File: config.mk
export PLATFORM = sky130hd
export DESIGN_NAME = score_keeper
export DESIGN_NICKNAME = d
export VERILOG_FILES = /design/src/rtl/score_keeper.sv
export SDC_FILE = /design/constraint.sdc
export NUM_CORES = 1
export LEC_CHECK = 0
export ABC_AREA = 1
export CAP_MARGIN = 20
export CORE_ASPECT_RATIO = 1.1
export CORE_UTILIZATION = 57
export DETAILED_ROUTE_END_ITERATION = 8
export PLACE_DENSITY = 0.82
export SYNTH_ARGS = -nofsm -noshare
export SYNTH_HDL_FRONTEND = slang
export SYNTH_SLANG_ARGS = --single-unit
File: constraint.sdc
create_clock -name clk -period 5.54 [get_ports clk]
set_clock_uncertainty 0.2 [all_clocks]
set_input_delay 1.108 -clock clk [delete_from_list [all_inputs] [get_ports clk]]
set_output_delay 1.108 -clock clk [all_outputs]
set_load 0.05 [all_outputs]
File: src/rtl/score_keeper.sv
// Turns game-event pulses into a saturating binary score/high score; optional extra-life award (SCORE_EXTRA_LIFE_EN).
// Latency: score 1 cycle after event, high_score 2 cycles; no backpressure, events outside PLAY are dropped.
package score_keeper_pkg;
    typedef enum logic [2:0] {
        GAME_MODE_LOADING    = 3'd0,
        GAME_MODE_READY      = 3'd1,
        GAME_MODE_PLAYING    = 3'd2,
        GAME_MODE_DYING      = 3'd3,
        GAME_MODE_LEVEL_DONE = 3'd4,
        GAME_MODE_FAIL       = 3'd5
    } game_mode_t;
endpackage

module score_keeper
    import score_keeper_pkg::*;
#(
    parameter int MAX_SCORE      = 9999,
    parameter int PELLET_PTS     = 10,
    parameter int POWER_PTS      = 50,
    parameter int FRUIT_PTS      = 100,
    parameter int GHOST_BASE_PTS = 200
`ifdef SCORE_EXTRA_LIFE_EN
    ,
    parameter int EXTRA_LIFE_AT  = 5000
`endif
) (
    input  logic        clk,
    input  logic        rst_n,
    input  game_mode_t  MODE,
    input  logic        pellet_eaten,
    input  logic        power_eaten,
    input  logic        ghost_eaten,
    input  logic        fruit_eaten,
    input  logic        fright_end,
    output logic [15:0] score,
    output logic [15:0] high_score,
    output logic [1:0]  combo_idx,
    output logic        extra_life
);

    typedef enum logic [1:0] {
        ST_IDLE = 2'd0,
        ST_PLAY = 2'd1,
        ST_OVER = 2'd2
    } state_t;

    state_t     state, state_nxt;
    game_mode_t prev_mode;
    logic       new_game;
    logic       events_ok;
    logic [1:0] combo_eff;
    logic [1:0] combo_nxt;
    logic [16:0] delta;
    logic [16:0] sum;
    logic [15:0] score_nxt;

    always_ff @(posedge clk or negedge rst_n) begin
        if (!rst_n) begin
            state <= ST_IDLE;
        end else begin
            state <= state_nxt;
        end
    end

    always_comb begin
        state_nxt = ST_PLAY;
        case (MODE)
            GAME_MODE_LOADING, GAME_MODE_READY: state_nxt = ST_IDLE;
            GAME_MODE_FAIL:                     state_nxt = ST_OVER;
            default:                            state_nxt = ST_PLAY;
        endcase
    end

    assign new_game  = (MODE == GAME_MODE_READY) && (prev_mode != GAME_MODE_READY);
    assign events_ok = (state == ST_PLAY);

    // A power pellet restarts the fright period, so a coincident ghost is the first one.
    assign combo_eff = power_eaten ? 2'd0 : combo_idx;

    always_comb begin
        delta = 17'd0;
        if (pellet_eaten) delta = delta + 17'(PELLET_PTS);
        if (power_eaten)  delta = delta + 17'(POWER_PTS);
        if (fruit_eaten)  delta = delta + 17'(FRUIT_PTS);
        if (ghost_eaten)  delta = delta + (17'(GHOST_BASE_PTS) << combo_eff);
    end

    assign sum       = {1'b0, score} + delta;
    assign score_nxt = (sum > 17'(MAX_SCORE)) ? 16'(MAX_SCORE) : sum[15:0];

    always_comb begin
        combo_nxt = combo_idx;
        if (power_eaten) begin
            combo_nxt = ghost_eaten ? 2'd1 : 2'd0;
        end else if (fright_end) begin
            combo_nxt = 2'd0;
        end else if (ghost_eaten && combo_idx != 2'd3) begin
            combo_nxt = combo_idx + 2'd1;
        end
    end

    always_ff @(posedge clk or negedge rst_n) begin
        if (!rst_n) begin
            prev_mode  <= GAME_MODE_LOADING;
            score      <= 16'd0;
            high_score <= 16'd0;
            combo_idx  <= 2'd0;
        end else begin
            prev_mode <= MODE;
            // Tracks the registered score, so it lags score by one cycle.
            if (score > high_score) high_score <= score;
            if (new_game) begin
                score     <= 16'd0;
                combo_idx <= 2'd0;
            end else if (events_ok) begin
                score     <= score_nxt;
                combo_idx <= combo_nxt;
            end
        end
    end

`ifdef SCORE_EXTRA_LIFE_EN
    logic life_armed;
    logic life_pulse;

    always_ff @(posedge clk or negedge rst_n) begin
        if (!rst_n) begin
            life_armed <= 1'b1;
            life_pulse <= 1'b0;
        end else if (new_game) begin
            life_armed <= 1'b1;
            life_pulse <= 1'b0;
        end else if (events_ok && life_armed && (score_nxt >= 16'(EXTRA_LIFE_AT))) begin
            life_armed <= 1'b0;
            life_pulse <= 1'b1;
        end else begin
            life_pulse <= 1'b0;
        end
    end

    assign extra_life = life_pulse;
`else
    assign extra_life = 1'b0;
`endif

endmodule

# Yosys cells after proc, flatten, opt, wreduce, memory -nomap -nowiden
# Cells that the tools add are included.
# W data, S select, Z words.
dict set report word_totals {
  wordCells 40
  input_bits 10
  ff_bits 39
}
dict set report op_classes {
  magnitude_cmp 2
  reduce_logical 7
  eq_ne 5
  mux 15
  add_sub_neg 5
  n_shift 1
}
# op count
set op_table {}
lappend op_table {{$mux W17} 3}
lappend op_table {{$mux W16} 3}
lappend op_table {{$add A16 B17 Y17} 1}
lappend op_table {{$add A17 B17 Y17} 1}
lappend op_table {{$add A17 B6 Y17 const B} 1}
lappend op_table {{$add A17 B7 Y17 const B} 1}
lappend op_table {{$gt A17 B14 Y1 const B} 1}
lappend op_table {{$shl A8 B2 Y17 const A} 1}
lappend op_table {{$gt A16 B16 Y1} 1}
lappend op_table {{$mux W2} 6}
lappend op_table {{$mux W4} 1}
lappend op_table {{$pmux W2 S2} 1}
lappend op_table {{$reduce_bool A4 Y1} 1}
lappend op_table {{$eq A3 B1 Y1 const B} 1}
lappend op_table {{$eq A3 B3 Y1 const B} 1}
lappend op_table {{$logic_not A3 Y1} 1}
lappend op_table {{$ne A3 B1 Y1 const B} 1}
lappend op_table {{$add A2 B1 Y2 const B} 1}
lappend op_table {{$eq A2 B1 Y1 const B} 1}
lappend op_table {{$logic_and A1 B1 Y1} 2}
lappend op_table {{$ne A2 B2 Y1 const B} 1}
lappend op_table {{$reduce_and A2 Y1} 1}
lappend op_table {{$reduce_bool A2 Y1} 1}
lappend op_table {{$reduce_or A2 Y1} 1}
lappend op_table {{$mux W1} 1}

# Depth between registers and ports, before layout
dict set report depth {
  depth_word 12
  ltp_mapped 29
  mapped_depth_nobuf 29
}

# Worst setup path before layout
# Ideal clock, no wire load.
dict set report synth_path {
  kind {in2reg}
  start {input port power_eaten}
  end {register score[0]}
  path_slack_ns 1.133
  arrival_time_ns 4.089
  cell_stages 23
  required_time_ns 5.222
  setup_ns 0.118
  path_cell_list {nor2_1 -> inv_1 -> ha_1 -> inv_1 -> ha_1 -> inv_1 -> o21ai_0 -> a22oi_1 -> o21ai_1 -> xor2_1 -> nor2_1 -> ha_1 -> nand2_1 -> inv_1 -> nand2_1 -> nand2_1 -> a22oi_2 -> nand2_2 -> xor2_4 -> nor2_8 -> nand2_4 -> nand2_8 -> nand2_2}
}
dict set report synth_between {
  elab_chain_len 10
}
# element line
set synth_lines {}
lappend synth_lines {{from (decl)} 31} ;# input logic power_eaten,
lappend synth_lines {{$mux W17} 83} ;# if (power_eaten) delta = delta + 17'(POWER_PTS);
lappend synth_lines {{$add A17 B7 Y17} 84} ;# if (fruit_eaten) delta = delta + 17'(FRUIT_PTS);
lappend synth_lines {{$mux W17} 84}
lappend synth_lines {{$add A17 B17 Y17} 85} ;# if (ghost_eaten) delta = delta + (17'(GHOST_BASE_PTS) << combo_eff);
lappend synth_lines {{$mux W17 (*)} 85}
lappend synth_lines {{$add A16 B17 Y17 (*)} 88} ;# assign sum = {1'b0, score} + delta;
lappend synth_lines {{$gt A17 B14 Y1} 89} ;# assign score_nxt = (sum > 17'(MAX_SCORE)) ? 16'(MAX_SCORE) : sum[15:0];
lappend synth_lines {{$mux W16 (*)} 89}
lappend synth_lines {{$mux W16 (*)} 115} ;# end else if (events_ok) begin
lappend synth_lines {{$mux W16 (*)} 112} ;# if (new_game) begin
lappend synth_lines {{to (signal assigned)} 116} ;# score <= score_nxt;
lappend synth_lines {{to (decl)} 35} ;# output logic [15:0] score,
# Mark *: on every way between the ends. The rest lies on a longest branch, timed or not. The select of a mux whose other input is x is not followed.
# A chain may end at the register's enable or synchronous reset.

# Worst setup path in the final report
dict set report layout_path {
  start {input port pellet_eaten}
  end {register score[3]}
}
dict set report layout_between {
  elab_chain_len 12
}
# element line
set layout_lines {}
lappend layout_lines {{from (decl)} 30} ;# input logic pellet_eaten,
lappend layout_lines {{$mux W4 (*)} 82} ;# if (pellet_eaten) delta = delta + 17'(PELLET_PTS);
lappend layout_lines {{$add A17 B6 Y17} 83}
lappend layout_lines {{$mux W17 (*)} 83}
lappend layout_lines {{$add A17 B7 Y17} 84}
lappend layout_lines {{$mux W17 (*)} 84}
lappend layout_lines {{$add A17 B17 Y17} 85}
lappend layout_lines {{$mux W17 (*)} 85}
lappend layout_lines {{$add A16 B17 Y17 (*)} 88}
lappend layout_lines {{$gt A17 B14 Y1} 89}
lappend layout_lines {{$mux W16 (*)} 89}
lappend layout_lines {{$mux W16 (*)} 115}
lappend layout_lines {{$mux W16 (*)} 112}
# Marked as above.

==> impl_metrics.ini <==
[global_route]
grt_pass1_vias = 3372
grt_pass1_wl_um = 14500
grt_overflow_total = 0
grt_max_degree = 40
grt_usage = 0.277
antenna_found_initial = 0

[placement]
place.gp.congestion = 0.912
post-place-ws_ns = -0.0139
io_buffer_count = 43
place_hpwl_um = 6700

[worst_setup_path]
crit_family = simple AND/OR/NAND/NOR gates
start_kind = input pin
end_kind = flip-flop
cp_slowest_cell = clkdlybuf4s50_1
critical_path_buf_inv_count = 3
crit_type = input pin to flip-flop
cp.depth = 22
crit_path_max_fanout = 8
crit_chain = clkdlybuf4s50_1 -> inv_1 -> ha_1 -> o21ai_0 -> inv_1 -> ha_1 -> nand4_1 -> nand3_1 -> nand2_1 -> o21ai_1 -> nor2_1 -> ha_1 -> a21oi_1 -> o21ai_1 -> a21oi_1 -> nand2_1 -> nand2_1 -> nand3_4 -> nor2_8 -> nand2_4 -> nand2_8 -> nand2_2
slowest_delay_ns = 0.51
cp.required_ns = 5.53
cp_data_arrival_time_ns = 4.92
r2r_cells = 24

[finish]
fill_cells = 494
area_growth_syn_to_layout_pct = 17.8
multi_input_area_sq_um = 2240
antenna_cells = 0
layout-drive-gt1-share = 0.109
utilization = 0.712
layout.nets = 604
seq_area_sq_um = 976

[power_and_ir_drop]
p_sw_frac = 0.557
switching_power_w = 0.00135
p_per_area_nw_per_um2 = 574
p_comb_frac = 0.685
power_frac_seq = 0.213
p_total_w = 0.00242
power.leakage_nw = 2.30
pwr-share-clk = 0.102
ir_worst_vdd_v = 0.000471
p_int_w = 0.00107

[synth]
synth_cell_types = 44
synthTopCellsByCount = 141 x nand2_1, 86 x inv_1, 46 x nand3_1
synthMostInstantiatedCell = nand2_1
yosys.area.top_type = dfrtp_1
synth_flop_cell = dfrtp_1
synth-edff-count = 0
syn_inst = 505
synth.net_count = 558
ys_seq_area_frac = 0.273
syn_area_sq_um = 3580
yosys_warnings = 0
synth_seq_cells = 39
netlist.area_leader.share = 0.273
yosys-top-cells-area = dfrtp_1 27%, nand2_1 15%, ha_1 14%, inv_1 9.0%, nand3_1 6.4%
async_reset_ff_frac = 1.00
syn_area_per_cell_sq_um = 7.08

[min_path]
hp-class = flip-flop to flip-flop
min_delay_path_depth = 2

[clock_tree]
cts_buffers = 5
hold_buffers = 0
cts.clk_slew.worst_paths_ns = 0.08
cts_tree = done
root_buffer = clkbuf_8
ctsResizeCount = 0
post_cts_buffers = 0
clock-sinks = 39
cts_max_level = 2
clk_path_buf_depth = 2
clk-insertion-delay-late_ns = 0.29

[floorplanning]
die_height_um = 85.1
initial_core_util = 0.605
coreArea_sq_um = 5910
rows = 29
die_area_sq_um = 6590
fp.dieW_um = 77.5
pin_count = 45

[job]
maxCapViolCount = 0

[drt]
drt_iter0_markers = 150
totalWireLength_um = 8470
detail-route-antenna-nets = 0
dr_total_vias = 3372
drc = 0
drt_first_pass_iters = 7
via_per_inst = 5.36
wire_per_inst_um = 13.5

[sta]
worst_pin_slew_ns = 0.847
drv_slew = 0
hold_viol = 0
slew_headroom = 0.435
period_share = 0.890
rsz0062_at_grt = no
setup_viol = 0
hold_ws_ns = 0.304
setup_ws_ns = 0.607
finalCriticalPeriod_ns = 4.93
max_freq_ghz = 0.203

[status]
outcome = complete, no violations
## cell usage in the layout (no fill, tap or decap), drive strengths merged, types with 2 or more instances in the layout
| master | synthesis | routed |
|---|---|---|
| clkinv | 1 | 2 |
| a211oi | 2 | 2 |
| inv | 90 | 90 |
| nand2 | 163 | 163 |
| a21oi | 17 | 17 |
| buf | 3 | 3 |
| o22ai | 2 | 2 |
| xnor2 | 2 | 2 |
| a22o | 2 | 2 |
| nand3 | 53 | 53 |
| clkdlybuf4s50 | 0 | 41 |
| nor2 | 40 | 40 |
| o211ai | 2 | 2 |
| xor2 | 5 | 5 |
| fa | 2 | 2 |
| a22oi | 2 | 2 |
| nand4 | 7 | 7 |
| o21ai | 18 | 18 |
| nand3b | 3 | 3 |
| a21o | 2 | 2 |
| ha | 41 | 41 |
| dfrtp | 39 | 39 |
| clkbuf | 3 | 6 |
## final timing paths
check | start | end | slack (ns)
hold reg to reg | high_score[15] | high_score[15] | 0.30
hold / removal | high_score[15] | high_score[15] | 0.30
min in group asynchronous | rst_n | score[15] | 0.71
max in group asynchronous | rst_n | score[4] | 3.89
setup reg to reg | combo_idx[1] | score[3] | 1.38
setup / recovery | pellet_eaten | score[3] | 0.61
## final cells by class
class	instances	share of cell area
inverters	91	0.0811
clock inverters	2	0.00832
repair buffers	45	0.105
flip-flops and latches	39	0.232
clock buffers	6	0.0196
well taps	77	0.0229
multi-input cells	369	0.531
## stage by stage
stage | cell area, sq um | cells | TNS [ns]
after global placement | 4080 | 621 | 0
after detailed placement | 4080 | 621 | -0.0784
after CTS | 4200 | 629 | 0
after global routing | 4210 | 629 | 0
final | 4210 | 629 | 0
after floorplan | 3580 | 505 | 0
## sequential cells by signal, indices dropped and copies added, names as in the netlist
name        count
high_score     16
score          16
combo_idx       2
prev_mode       3
state           2
## worst reg2reg max path, delay by kind of cell (launching register included)
family / cells / cell delay (ns)
AOI/OAI and AO/OA: 4 / 0.64
and+or+nand+nor: 13 / 1.44
buffers and inverters: 4 / 0.33
DFF: 1 / 0.38
adders and majority gates: 3 / 1.06
## per-layer routing
| layer | global-route usage | wire (um) |
|---|---|---|
| met4 | 0.0789 | 147 |
| met2 | 0.526 | 4370 |
| met1 | 0.319 | 3600 |
| met3 | 0.0387 | 354 |
| met5 | 0 | 0 |
## power by group through the flow
| stage | logic [W] | clock network [W] | registers [W] |
|---|---|---|---|
| 4_1_cts | 0.00166 | 0.000248 | 0.000511 |
| 2_1_floorplan | 0.000940 | 0 | 0.000771 |
| 3_3_place_gp | 0.00159 | 0 | 0.000512 |
| 5_1_grt | 0.00184 | 0.000260 | 0.000523 |
| 3_5_place_dp | 0.00164 | 0 | 0.000513 |
| 6_report | 0.00166 | 0.000247 | 0.000514 |
## kinds of logic (layout without fill, tap and decap cells)
group,count (synthesis),after routing,synth area share
compound gates,50,50,0.0864
xor+xnor,7,7,0.0245
fa+ha+maj,43,43,0.155
buf+inv,97,144,0.104
flops,39,39,0.273
other cells,1,1,0.00105
simple gates,268,268,0.356
Power figures use the tool's default switching activity.
==> patch: new RTL, same flow settings <==
Put one more register stage on the output `high_score`. The value now appears one clock later. The other outputs are not delayed to match. Comments in the files are not updated.
--- a/src/rtl/score_keeper.sv
+++ b/src/rtl/score_keeper.sv
@@ -43,6 +43,8 @@
         ST_PLAY = 2'd1,
         ST_OVER = 2'd2
     } state_t;
+
+    logic [15:0] high_score_s0;
 
     state_t     state, state_nxt;
     game_mode_t prev_mode;
@@ -103,12 +105,12 @@
         if (!rst_n) begin
             prev_mode  <= GAME_MODE_LOADING;
             score      <= 16'd0;
-            high_score <= 16'd0;
+            high_score_s0 <= 16'd0;
             combo_idx  <= 2'd0;
         end else begin
             prev_mode <= MODE;
             // Tracks the registered score, so it lags score by one cycle.
-            if (score > high_score) high_score <= score;
+            if (score > high_score_s0) high_score_s0 <= score;
             if (new_game) begin
                 score     <= 16'd0;
                 combo_idx <= 2'd0;
@@ -143,5 +145,9 @@
     assign extra_life = 1'b0;
 `endif
 
+    always_ff @(posedge clk) begin
+        high_score <= high_score_s0;
+    end
+
 endmodule
 
Function: changed (Yosys sat finds a counterexample within 4 cycles, from zero or initial values and one cycle with rst_n low).
==> patch against the unedited design <==
Design area is 7.8% higher. Wire length is 2.7% lower. Worst setup slack worse by 0.20 ns. Sequential cell count increased by 16. Total power down 23%. Area after synthesis grew 8.2%. Non-clock buffer count grew 1. Global-route usage is 3.0 points lower. Critical endpoint is now score[0]$_DFFE_PN0P_.
==> patch: results <==
export IMPL_grt_first_pass_wirelength_um=13600
export IMPL_syn_inst=517
export IMPL_synthXorXnorAreaFrac_pct=2.52
export IMPL_status="finished, final reports clean"
export IMPL_reg2reg_slack_ns=1.34
export IMPL_drive_above_1_share_pct=10.1
export IMPL_synth_fp_nets=570
export IMPL_dp_cells=640
export IMPL_tightest_slew_ns=0.833
export IMPL_place_ws_ns=0.107
export IMPL_n_fill_cell=537
export IMPL_crit_fanout=9
export IMPL_synth_area_leaders="dfrtp_1, nand2_1, ha_1"
export IMPL_timing_hold_ws_ns=0.198
export IMPL_grt_pass1_vias=3055
export IMPL_p_leak_nw=2.44
export IMPL_clk_latency_ns=0.31
export IMPL_synth_commonest_cells="nand2_1, inv_1, ha_1"
export IMPL_path_clk_slew_ns=0.10
export IMPL_peakVddDrop_uv=345
export IMPL_gr_usage_all_layers_pct=24.6
export IMPL_layout_cells_non_filler=648
export IMPL_nets=618
export IMPL_worst_ep_arrival_time_ns=5.12
export IMPL_dpl_hpwl_um=6630
==> patch: path summary, 6_finish.rpt <==
check	startpoint	end	cells after the start
min	high_score_s0[2]$_DFFE_PN0N_	high_score[2]$_DFF_P_	0
max	power_eaten	score[0]$_DFFE_PN0P_	28
max reg2reg	combo_idx[1]$_DFFE_PN0P_	score[0]$_DFFE_PN0P_	28
min in group asynchronous	rst_n	high_score_s0[12]$_DFFE_PN0N_	1
min reg2reg	high_score_s0[2]$_DFFE_PN0N_	high_score[2]$_DFF_P_	0
max in group asynchronous	rst_n	high_score_s0[9]$_DFFE_PN0N_	1
==> patch: per-layer routing <==
metal | GRT usage, % | up-vias | part of all wire [%]
li1 | - | 1733 | -
met1 | 32.0 | 1597 | 45
met2 | 42.6 | 70 | 50
met3 | 2.47 | 15 | 3.6
met4 | 8.77 | 0 | 2.0
met5 | 0 | - | 0
==> patch: area by class of cell <==
| type | count | area (um2) | share of cell area (%) |
|---|---|---|---|
| clock inverter | 3 | 67.6 | 1.49 |
| tap | 82 | 103 | 2.26 |
| clock buffer | 5 | 68.8 | 1.52 |
| inverter | 88 | 330 | 7.28 |
| timing repair buffer | 46 | 448 | 9.87 |
| sequential | 55 | 1300 | 28.6 |
| multi-input combinational | 369 | 2230 | 49.0 |
==> patch: power by group through the flow <==
stage	registers [mW]	clock network [mW]	logic, mW
4_1_cts	0.553	0.308	0.995
3_5_place_dp	0.561	0	0.988
6_report	0.556	0.306	1.00
5_1_grt	0.564	0.330	1.11
2_1_floorplan	0.713	0	0.559
3_3_place_gp	0.560	0	0.968
==> patch: metrics by stage <==
stage                     setup TNS (ns)  utilization, %
after floorplan                        0               -
after global placement                 0            66.9
after detailed placement               0            66.9
after CTS                              0            68.9
after global routing            -0.00806            69.2
final                                  0            69.2
